$ cat src/rtl/alu_compare_seq.sv
// Multi-cycle magnitude comparator: walks the operands chunk by chunk from the MSB end,
// stops at the first differing chunk and reports the selected relation with a done pulse.
module alu_compare_seq #(
   parameter int WIDTH = 32,
   parameter int CHUNK = 8
) (
   input  logic             clock,
   input  logic             resetn,
   input  logic             start,
   input  logic [2:0]       mode,
   input  logic             signed_op,
   input  logic [WIDTH-1:0] A,
   input  logic [WIDTH-1:0] B,
   output logic             busy,
   output logic             done,
   output logic             result,
   output logic             isLT,
   output logic             isEqual
);

   localparam int N  = WIDTH / CHUNK;
   localparam int KW = (N > 1) ? $clog2(N) : 1;
   localparam logic [KW-1:0] K_TOP = KW'(N - 1);

   localparam logic [2:0] MODE_EQ = 3'd0;
   localparam logic [2:0] MODE_NE = 3'd1;
   localparam logic [2:0] MODE_LT = 3'd2;
   localparam logic [2:0] MODE_GE = 3'd3;
   localparam logic [2:0] MODE_LE = 3'd4;
   localparam logic [2:0] MODE_GT = 3'd5;

   typedef enum logic [1:0] {IDLE, RUN, DONE} state_t;

   state_t           state_q, state_d;
   logic [WIDTH-1:0] a_q, a_d, b_q, b_d;
   logic [2:0]       mode_q, mode_d;
   logic [KW-1:0]    k_q, k_d;
   logic             result_q, result_d;
   logic             is_lt_q, is_lt_d;
   logic             is_equal_q, is_equal_d;
   logic [CHUNK-1:0] a_chunk, b_chunk;
   logic [WIDTH-1:0] sign_flip;

   function automatic logic relation(input logic [2:0] m, input logic lt, input logic eq);
      case (m)
         MODE_EQ: relation = eq;
         MODE_NE: relation = !eq;
         MODE_LT: relation = lt;
         MODE_GE: relation = !lt;
         MODE_LE: relation = lt | eq;
         MODE_GT: relation = !(lt | eq);
         default: relation = 1'b0;
      endcase
   endfunction

   // Flipping the sign bit maps two's-complement order onto unsigned order.
   assign sign_flip = {signed_op, {(WIDTH-1){1'b0}}};
   assign a_chunk   = a_q[int'(k_q)*CHUNK +: CHUNK];
   assign b_chunk   = b_q[int'(k_q)*CHUNK +: CHUNK];

   always_comb begin
      state_d    = state_q;
      a_d        = a_q;
      b_d        = b_q;
      mode_d     = mode_q;
      k_d        = k_q;
      result_d   = result_q;
      is_lt_d    = is_lt_q;
      is_equal_d = is_equal_q;
      case (state_q)
         IDLE, DONE: begin
            state_d = IDLE;
            if (start) begin
               a_d     = A ^ sign_flip;
               b_d     = B ^ sign_flip;
               mode_d  = mode;
               k_d     = K_TOP;
               state_d = RUN;
            end
         end
         RUN: begin
            if (a_chunk != b_chunk) begin
               is_lt_d    = (a_chunk < b_chunk);
               is_equal_d = 1'b0;
               result_d   = relation(mode_q, a_chunk < b_chunk, 1'b0);
               state_d    = DONE;
            end else if (k_q == '0) begin
               is_lt_d    = 1'b0;
               is_equal_d = 1'b1;
               result_d   = relation(mode_q, 1'b0, 1'b1);
               state_d    = DONE;
            end else begin
               k_d = k_q - KW'(1);
            end
         end
         default: state_d = IDLE;
      endcase
   end

   always_ff @(posedge clock) begin
      if (!resetn) begin
         state_q    <= IDLE;
         a_q        <= '0;
         b_q        <= '0;
         mode_q     <= '0;
         k_q        <= '0;
         result_q   <= 1'b0;
         is_lt_q    <= 1'b0;
         is_equal_q <= 1'b0;
      end else begin
         state_q    <= state_d;
         a_q        <= a_d;
         b_q        <= b_d;
         mode_q     <= mode_d;
         k_q        <= k_d;
         result_q   <= result_d;
         is_lt_q    <= is_lt_d;
         is_equal_q <= is_equal_d;
      end
   end

   assign busy    = (state_q == RUN);
   assign done    = (state_q == DONE);
   assign result  = result_q;
   assign isLT    = is_lt_q;
   assign isEqual = is_equal_q;

endmodule

$ cat config.mk
export PLATFORM = sky130hd
export DESIGN_NAME = alu_compare_seq
export DESIGN_NICKNAME = d
export VERILOG_FILES = /design/src/rtl/alu_compare_seq.sv
export SDC_FILE = /design/constraint.sdc
export NUM_CORES = 1
export LEC_CHECK = 0
export BUFFER_PORTS_ARGS = -buffer_cell sky130_fd_sc_hd__buf_2
export CAP_MARGIN = 10
export CORE_ASPECT_RATIO = 0.9
export CORE_UTILIZATION = 50
export CTS_BUF_LIST = sky130_fd_sc_hd__clkbuf_8
export CTS_CLUSTER_SIZE = 8
export DETAILED_ROUTE_END_ITERATION = 7
export PLACE_DENSITY = 0.83
export SLEW_MARGIN = 10
export SYNTH_ARGS = -nofsm -noshare
export SYNTH_HDL_FRONTEND = slang
export SYNTH_SLANG_ARGS = --single-unit
$ cat constraint.sdc
create_clock -name clock -period 5.2 [get_ports clock]
set_input_delay 0.52 -clock clock [delete_from_list [all_inputs] [get_ports clock]]
set_output_delay 0.52 -clock clock [all_outputs]
set_load 0.02 [all_outputs]
==> summary.txt <==
CTS
  • Worst-path clk slew: 70 ps
  • H-tree levels: 3
  • Post-CTS resize count: 0
  • Max clock buf depth: 2
  • Post-CTS Repair Setup Buffers: 0
  • Clock root cell: clkbuf_8
  • Total CTS buffers: 9
  • Hold-fix buffers, CTS: 0
  • CTS tree: done
  • Sink Count: 74
  • Skew-Pair Late Insertion Delay: 350 ps

Floorplan
  • Die Wd: 87.5 um
  • Initial core utilization: 0.527
  • I/O pins: 76
  • Die Area: 6910 um2
  • Die Ht: 79.0 um
  • # rows: 27
  • Core Region: 6250 um2

Drt
  • Routed via count: 2742
  • Violation count after the first detailed-route iteration: 134
  • Total Wirelength: 7.08 mm
  • Detailed Routing Iterations Pass 1: 4
  • Wire per inst: 13.3 um
  • Antenna Violating Nets Remaining: 0
  • DR vias/cell: 5.16
  • DRC violations left: 0

Logic synthesis
  • Asr flop ratio synth: 0
  • Synth Flop Type: dfxtp_1
  • Yosys warns: 0
  • Synth Register Bits: 74
  • Cell variety after synth: 34
  • Sequential area share after synthesis: 0.450
  • Syn_area_per_cell: 8.64 um2
  • Synth top area cells: dfxtp_1 45%, nand2_1 15%, mux4_2 11%, a21oi_1 11%, ha_1 3.4%
  • Post-synth top area share: 0.450
  • Mapped Area: 3290 um2
  • Synth area leader: dfxtp_1
  • Number of synthesized flops with an enable pin: 0
  • Synth Instances: 381
  • Syn_nets: 461

Placement
  • Gpl congestion: 0.857
  • I/O Buffers: 75
  • Detail Placement HPWL: 5.08 mm

Critical path
  • FF-to-FF Start: k_q[0]
  • Reg-to-reg slack, setup: 1940 ps
  • CP Max Fanout: 19
  • R2R cell count: 7
  • Crit Reg-Reg Endpoint: result
  • Crit path from: k_q[0]
  • Worst setup EP type: flop
  • Crit start category: flop
  • CP Data Required Time: 5490 ps
  • CP Data Arrival Time: 3550 ps
  • Kind of critical path: reg2reg

Outcome
  • Status: finished, final reports clean

GRT
  • Largest net degree at the start of global routing: 73
  • Initial antenna violation count: 0
  • Vias in the first global route: 2488
  • GR Util All Layers: 0.227
  • Total gr overflow: 0
  • First-pass GRT wire length: 11.7 mm

Timing
  • Layout Skew: 10.5 ps
  • Period utilization: 0.626
  • Fin. Hold Viols: 0
  • Final Max Slew Viols: 0
  • Fmax: 307 MHz
  • Slew @ Worst Pin: 1140 ps
  • Slew headroom: 0.238
  • Final setup viols: 0
  • Final critical-path required period: 3260 ps
  • Hold_ws: 407 ps
  • RSZ-0062 raised after global routing: no
  • Total negative slack: 0 ps

Finish
  • Commonest non-fill, non-tap cell in the layout: nand2_1
  • Area Growth Syn to Fin: 15.7%
  • Layout cell share with drive strength beyond 1: 0.248
  • # nets final: 519
  • Antenna diodes: 0
  • Most frequent cells in the layout: 133 x nand2_1, 75 x buf_2, 74 x dfxtp_1, 70 x a21oi_1, 16 x mux4_2

Pwr
  • Peak supply drop: 0.188 mV
  • Leak: 0.00159 uW
  • Comb power frac: 0.153
  • Internal power: 939 uW
  • Sw Pwr: 332 uW
  • Seq pwr share: 0.502
  • Power per Cell Area: 333 nW/um2
  • Net Sw Frac: 0.261
  • Clk pwr share: 0.345

Hold path
  • Worst hold path class: in2reg
  • Hold Path End: b_q[24]
  • Worst Hold Path Cells: 3
  • Hold_sp: B[24]

Run
  • MaxCap Viol Count: 0
## flip-flops by register name, indices dropped and copies added, names as in the netlist
register	cells
isEqual	1
b_q	32
k_q	2
result	1
isLT	1
mode_q	3
state_q	2
a_q	32
## cells in the mapped netlist, types with 4 or more instances
cell      instances
a211oi_1          4
dfxtp_1          74
nand2_1         133
a21oi_1          70
ha_1              9
clkbuf_1         18
o21ai_0           4
clkbuf_8          4
inv_1            11
nor2_1            6
mux4_2           16
## per-layer routing
| metal | vias up | GRT usage | part of all wire |
|---|---|---|---|
| met5 | - | 0 | 0 |
| met2 | 72 | 0.358 | 0.49 |
| met1 | 1258 | 0.289 | 0.44 |
| met4 | 0 | 0.0984 | 0.020 |
| met3 | 13 | 0.0655 | 0.047 |
| li1 | 1399 | - | - |
## power by group through the flow
stage	logic [uW]	registers, uW	clock network, uW
floorplan	159	633	0
global placement	186	648	0
detailed placement	194	650	0
CTS	195	638	442
global route	221	642	467
finish	195	637	438
## final cells by class
type	instances	area (um2)
fillers	570	2440
well taps	87	109
clock buffers	11	151
repair buffers	75	375
inverters	12	45.0
clock inverters	5	46.3
multi-input cells	267	1600
flip-flops and latches	74	1480
## critical path, cell delays in order, from the launching register on
cell      delay [ps]
dfxtp_1         1040
mux4_2           610
ha_1             350
nand4_1          120
or2_1            280
o2111a_1         260
or4b_1           450
nand3_1           90
## cell families (layout without fill, tap and decap cells)
family                     Yosys count  in the layout  synth area share
muxes                               16             16             0.109
DFF                                 74             74             0.450
adders and majority gates            9              9            0.0342
AOI/OAI and AO/OA                   86             86             0.143
and+or+nand+nor                    154            154             0.193
buffers and inverters               40            103            0.0658
xor gates and xnor gates             2              2           0.00532
## worst max path at each step
stage	endpoint
after floorplan	result
after global placement	result
after detailed placement	result
after CTS	result
after global routing	k_q[1]
final	result
## through the flow
| step | utilization | std cells | setup WS [ps] | total power [uW] | area (um2) |
|---|---|---|---|---|---|
| 5_1_grt | 0.610 | 531 | 1650 | 1330 | 3810 |
| 3_3_place_gp | 0.577 | 515 | 2080 | 834 | 3610 |
| 6_report | 0.610 | 531 | 1940 | 1270 | 3810 |
| 3_5_place_dp | 0.577 | 515 | 1930 | 844 | 3610 |
| 2_1_floorplan | - | 381 | 2610 | 791 | 3290 |
| 4_1_cts | 0.609 | 531 | 1910 | 1270 | 3800 |
(Power assumes the default switching activity.)
